`src/rtl/game_pkg.sv`:
```
// Shared constants for the player-movement path: screen geometry, default
// debounce length and the 2-bit move-direction encoding.
package game_pkg;

    localparam int MONITOR_WIDTH           = 640;
    localparam int PLAYER_WIDTH            = 24;
    localparam int DEFAULT_DEBOUNCE_CYCLES = 250000;

    typedef logic [1:0] dir_t;

    localparam dir_t DIR_NONE  = 2'b00;
    localparam dir_t DIR_LEFT  = 2'b01;
    localparam dir_t DIR_RIGHT = 2'b10;

    // Single-button cases are fixed; the both-held outcome is supplied by the caller.
    function automatic dir_t resolve_dir(input logic db_left,
                                         input logic db_right,
                                         input dir_t both_dir);
        dir_t dir;
        dir = DIR_NONE;
        if (db_left && !db_right) begin
            dir = DIR_LEFT;
        end else if (!db_left && db_right) begin
            dir = DIR_RIGHT;
        end else if (db_left && db_right) begin
            dir = both_dir;
        end
        return dir;
    endfunction

endpackage

```
`src/rtl/btn_debounce.sv`:
```
// One push-button conditioner: two-flop synchroniser followed by a
// persistence counter that only accepts a level held DEBOUNCE_CYCLES clocks.
module btn_debounce
    import game_pkg::*;
#(
    parameter int DEBOUNCE_CYCLES = DEFAULT_DEBOUNCE_CYCLES,
    parameter int CNT_W           = 18
) (
    input  logic i_Clk,
    input  logic i_Rst,
    input  logic i_Raw,
    output logic o_Db
);

    localparam logic [CNT_W-1:0] CNT_LAST = CNT_W'(DEBOUNCE_CYCLES - 1);

    logic             r_sync_meta;
    logic             r_sync;
    logic [CNT_W-1:0] r_cnt;
    logic             r_db;
    logic [CNT_W-1:0] w_cnt_next;
    logic             w_db_next;

    always_ff @(posedge i_Clk or negedge i_Rst) begin
        if (!i_Rst) begin
            r_sync_meta <= 1'b0;
            r_sync      <= 1'b0;
        end else begin
            r_sync_meta <= i_Raw;
            r_sync      <= r_sync_meta;
        end
    end

    // Any cycle where the synced level agrees with the accepted level restarts the count.
    always_comb begin
        w_cnt_next = '0;
        w_db_next  = r_db;
        if (r_sync != r_db) begin
            if (r_cnt == CNT_LAST) begin
                w_db_next  = r_sync;
                w_cnt_next = '0;
            end else begin
                w_cnt_next = r_cnt + 1'b1;
            end
        end
    end

    always_ff @(posedge i_Clk or negedge i_Rst) begin
        if (!i_Rst) begin
            r_cnt <= '0;
            r_db  <= 1'b0;
        end else begin
            r_cnt <= w_cnt_next;
            r_db  <= w_db_next;
        end
    end

    assign o_Db = r_db;

endmodule

```
`src/rtl/btn_move_ctrl.sv`:
```
// Left/right button front end: debounce both buttons, resolve conflicts and
// latch the move request on the frame tick. Option: BTN_LAST_PRESS_PRIORITY_EN.
module btn_move_ctrl
    import game_pkg::*;
#(
    parameter int DEBOUNCE_CYCLES = DEFAULT_DEBOUNCE_CYCLES,
    parameter int CNT_W           = 18
) (
    input  logic i_Clk,
    input  logic i_Rst,
    input  logic i_Btn_Left_Raw,
    input  logic i_Btn_Right_Raw,
    input  logic i_fTick,
    output logic o_Btn_Left,
    output logic o_Btn_Right,
    output logic o_Btn_Left_Db,
    output logic o_Btn_Right_Db
);

    logic [1:0] w_raw;
    logic [1:0] w_db;
    dir_t       w_both_dir;
    dir_t       w_dir;
    logic       r_btn_left;
    logic       r_btn_right;

    // Bit 0 is left, bit 1 is right throughout.
    assign w_raw = {i_Btn_Right_Raw, i_Btn_Left_Raw};

    generate
        for (genvar gi = 0; gi < 2; gi++) begin : g_btn
            btn_debounce #(
                .DEBOUNCE_CYCLES (DEBOUNCE_CYCLES),
                .CNT_W           (CNT_W)
            ) u_debounce (
                .i_Clk (i_Clk),
                .i_Rst (i_Rst),
                .i_Raw (w_raw[gi]),
                .o_Db  (w_db[gi])
            );
        end
    endgenerate

`ifdef BTN_LAST_PRESS_PRIORITY_EN
    logic [1:0] r_db_prev;
    logic       r_last_left;
    logic       w_rise_left;
    logic       w_rise_right;
    logic       w_last_left;

    assign w_rise_left  = w_db[0] & ~r_db_prev[0];
    assign w_rise_right = w_db[1] & ~r_db_prev[1];

    // Use the updated flag in the rising cycle itself; a simultaneous rise goes to left.
    always_comb begin
        w_last_left = r_last_left;
        if (w_rise_left) begin
            w_last_left = 1'b1;
        end else if (w_rise_right) begin
            w_last_left = 1'b0;
        end
    end

    always_ff @(posedge i_Clk or negedge i_Rst) begin
        if (!i_Rst) begin
            r_db_prev   <= 2'b00;
            r_last_left <= 1'b0;
        end else begin
            r_db_prev   <= w_db;
            r_last_left <= w_last_left;
        end
    end

    assign w_both_dir = w_last_left ? DIR_LEFT : DIR_RIGHT;
`else
    assign w_both_dir = DIR_NONE;
`endif

    assign w_dir = resolve_dir(w_db[0], w_db[1], w_both_dir);

    // Requests change only at the end of a tick cycle so they are stable for a whole frame.
    always_ff @(posedge i_Clk or negedge i_Rst) begin
        if (!i_Rst) begin
            r_btn_left  <= 1'b0;
            r_btn_right <= 1'b0;
        end else if (i_fTick) begin
            r_btn_left  <= (w_dir == DIR_LEFT);
            r_btn_right <= (w_dir == DIR_RIGHT);
        end
    end

    assign o_Btn_Left     = r_btn_left;
    assign o_Btn_Right    = r_btn_right;
    assign o_Btn_Left_Db  = w_db[0];
    assign o_Btn_Right_Db = w_db[1];

endmodule

```
`config.mk`:
```
export PLATFORM = sky130hd
export DESIGN_NAME = btn_move_ctrl
export DESIGN_NICKNAME = d
export VERILOG_FILES = /design/src/rtl/game_pkg.sv /design/src/rtl/btn_debounce.sv /design/src/rtl/btn_move_ctrl.sv
export SDC_FILE = /design/constraint.sdc
export NUM_CORES = 1
export LEC_CHECK = 0
export ABC_AREA = 1
export ABC_CLOCK_PERIOD_IN_PS = 1700
export CAP_MARGIN = 20
export CORE_ASPECT_RATIO = 0.7
export CORE_MARGIN = 1.5
export CORE_UTILIZATION = 30
export CTS_BUF_LIST = sky130_fd_sc_hd__clkbuf_8
export DETAILED_ROUTE_END_ITERATION = 10
export SLEW_MARGIN = 10
export SYNTH_ARGS = -nofsm -noshare
export SYNTH_HDL_FRONTEND = slang
export SYNTH_SLANG_ARGS = --single-unit
```
`constraint.sdc`:
```
create_clock -name i_Clk -period 1.7 [get_ports i_Clk]
set_input_delay 0.255 -clock i_Clk [delete_from_list [all_inputs] [get_ports i_Clk]]
set_output_delay 0.255 -clock i_Clk [all_outputs]
set_load 0.03 [all_outputs]
```
==> impl_metrics.json <==
{
  "outcome": "finished, final reports clean",
  "grt_max_degree": 45,
  "cp-start-kind": "register",
  "cts_sinks": 44,
  "end_kind": "output pin",
  "crit_slowest_cell": "clkdlybuf4s50_1",
  "die_h_microns": 76.20,
  "vias": 1791,
  "io_buffers": 8,
  "crit_path_max_fanout": 2,
  "die_width_microns": 107.6,
  "cts.clk_slew.worst_paths_ps": 90,
  "num_antenna_cells": 0,
  "syn2layout_area_growth_pct": 13.68,
  "fin_area_sq_um": 2610,
  "synth-main-ff-cell": "dfrtp_1",
  "cts_buffer_depth": 2,
  "critPathBufInv": 1,
  "io_pins": 9,
  "yosys_warnings": 0,
  "worst_pin_slew_ps": 556.1,
  "yosys.area_share.simple_pct": 33.90,
  "critical_path.cell_chain": "clkdlybuf4s50_1",
  "r2r_slack_ps": 170,
  "drc": 0,
  "final-max-slew-violation-count": 0,
  "die_area_sq_um": 8196,
  "synthMuxAreaShare_pct": 0.4905,
  "cts_made_buffers": 5,
  "num-nets-final": 315,
  "min_path_type": "in2async",
  "synth_top_family_by_area": "simple AND/OR/NAND/NOR gates",
  "hold_viol_final": 0,
  "clock_skew_ps": 20.74,
  "slew_headroom_pct": 62.93,
  "leakagePower_nw": 1.080,
  "yosysMostFrequentCell": "nor2_1",
  "grt_pass1_wl_microns": 8059,
  "drt_iter0_drc": 112,
  "synth-compound-area-share_pct": 2.943,
  "fmax_mhz": 638.9,
  "placed_cell_area_sq_um": 2509,
  "synth_edf_count": 0,
  "post_drt_wl_per_cell_microns": 11.41,
  "synth_area_leaders": "dfrtp_1 48%, nor2_1 12%, nand2_1 9.2%",
  "rows": 26,
  "netlist.area_leader.share_pct": 47.96,
  "ys_seq_area_share_pct": 47.96,
  "synth_cell_types": 22,
  "drive_gt1_share_pct": 11.00,
  "viasPerCell": 4.400,
  "ant_nets": 0,
  "syn_inst": 291,
  "min_period_ps": 1565,
  "synth_async_sr_flop_share_pct": 100.0,
  "drt_wl_total_microns": 4644,
  "antenna_found_initial": 0,
  "worstSkewPairLatency_ps": 300,
  "peakVddDrop_mv": 0.2814,
  "grt_usage_pct": 12.51,
  "power_mw": 1.828,
  "power_per_cell_area_nw_per_um2": 700.4,
  "grt_pass1_vias": 1613,
  "synth_xor_area_share_pct": 7.902,
  "cts_root_buf": "clkbuf_8",
  "syn_avg_cell_area_sq_um": 7.890,
  "initial_utilization_pct": 31.23,
  "synthAdderAreaFrac_pct": 1.090,
  "rsz0062_at_grt": "no",
  "path_class": "reg2out",
  "syn_nets": 298,
  "ys_top_cells_by_count": "72 x nor2_1, 56 x nand2_1, 44 x dfrtp_1",
  "yosysTopAreaCell": "dfrtp_1",
  "cpPeakStageDelay_ps": 660,
  "required_ps": 1440,
  "fin_tns_setup_ps": 0,
  "hold_buffers": 0,
  "cap_violations": 0,
  "gp_congestion": 0.8891,
  "post-route-period-util_pct": 92.07,
  "syn_area_sq_um": 2296,
  "cts-htree-levels": 2,
  "worstPathArrival_ps": 1310,
  "ys_seq_elements": 44,
  "dr.pass1.iters": 4,
  "critical-path-top-delay-family": "buffers and inverters",
  "setup_viol": 0,
  "tritoncts": "yes",
  "grt.overflow.total": 0,
  "core_sq_um": 7352,
  "place_hpwl_microns": 3396
}
area by class of cell:
type                       instances  area (sq um)
clock buffer                       6         82.58
clock inverter                     2         11.26
fill                             778          4742
inverter                          35         131.4
multi-input combinational        212          1069
sequential                        44          1101
tap                               98         122.6
timing repair buffer              10         92.59
path summary, 6_finish.rpt:
check,cells after the start,to,from
min reg2reg,0,g_btn[0].u_debounce.r_sync,g_btn[0].u_debounce.r_sync_meta
max in group asynchronous,2,g_btn[0].u_debounce.r_cnt[2],i_Rst
max reg2reg,6,g_btn[1].u_debounce.r_cnt[12],g_btn[1].u_debounce.r_cnt[0]
min,2,g_btn[0].u_debounce.r_cnt[11],i_Rst
max,1,o_Btn_Right,o_Btn_Right
min in group i_Clk,0,g_btn[0].u_debounce.r_sync,g_btn[0].u_debounce.r_sync_meta
kinds of logic after synthesis:
kind of cell | Yosys count
AO/OA/AOI/OAI | 13
flip-flops | 44
AND/OR/NAND/NOR | 177
buffers and inverters | 35
XOR/XNOR | 19
multiplexers | 1
adder cells (fa/ha/maj) | 2
registers in the layout, summed over array words and instances, names as in the netlist:
register,flops
g_btn.u_debounce.o_Db,2
o_Btn_Left,1
g_btn.u_debounce.r_sync,2
g_btn.u_debounce.r_sync_meta,2
o_Btn_Right,1
g_btn.u_debounce.r_cnt,36
through the flow:
stage / utilization [%] / hold WS (ps) / cells / setup WS, ps
floorplan: - / -40.59 / 291 / 420.4
global placement: 34.12 / 332.1 / 399 / 264.5
detailed placement: 34.12 / 334.7 / 399 / 191.7
CTS: 35.40 / 51.29 / 407 / 34.31
global route: 35.50 / 72.07 / 407 / 22.86
finish: 35.50 / 16.21 / 407 / 134.8
per-layer routing:
layer / global-route usage, % / part of all wire (%) / vias to the layer above / wire length [microns]
li1: - / - / 927 / -
met1: 20.37 / 55 / 818 / 2545
met2: 15.99 / 38 / 42 / 1782
met3: 3.080 / 5.9 / 4 / 274
met4: 3.158 / 0.88 / 0 / 41
met5: 0 / 0 / - / 0
power breakdown:
part / switching, mW / internal [mW]
logic: 0.0515 / 0.0235
clock network: 0.354 / 0.325
registers: 0.0128 / 1.06
placed cells by master, fill, tap and decap left out:
cell             Yosys  routed
nor2_1              72      72
nand2_1             56      56
dfrtp_1             44      44
inv_1               33      34
nand3_1             21      21
xor2_1              12      12
nor2_2               9       9
nand2_2              7       6
clkbuf_8             0       6
clkdlybuf4s50_1      0       6
nand4_1              5       5
a21oi_1              5       5
o21ai_0              5       5
xnor2_1              5       5
nor2_4               3       3
xor2_2               2       2
o21ai_1              2       2
inv_2                2       2
nor3b_1              2       2
ha_1                 2       2
buf_4                0       2
nor3_1               1       1
nand3b_1             1       1
nand2_4              0       1
o21bai_1             1       1
mux2_2               1       1
clkinvlp_4           0       1
buf_2                0       1
dlymetal6s2s_1       0       1
repair_timing:
| item | in CTS | in global routing |
|---|---|---|
| setup buffers | 0 | 0 |
| resized for setup | 0 | 2 |
| setup endpoints to repair | 0 | 2 |
Power figures use the tool's default switching activity.
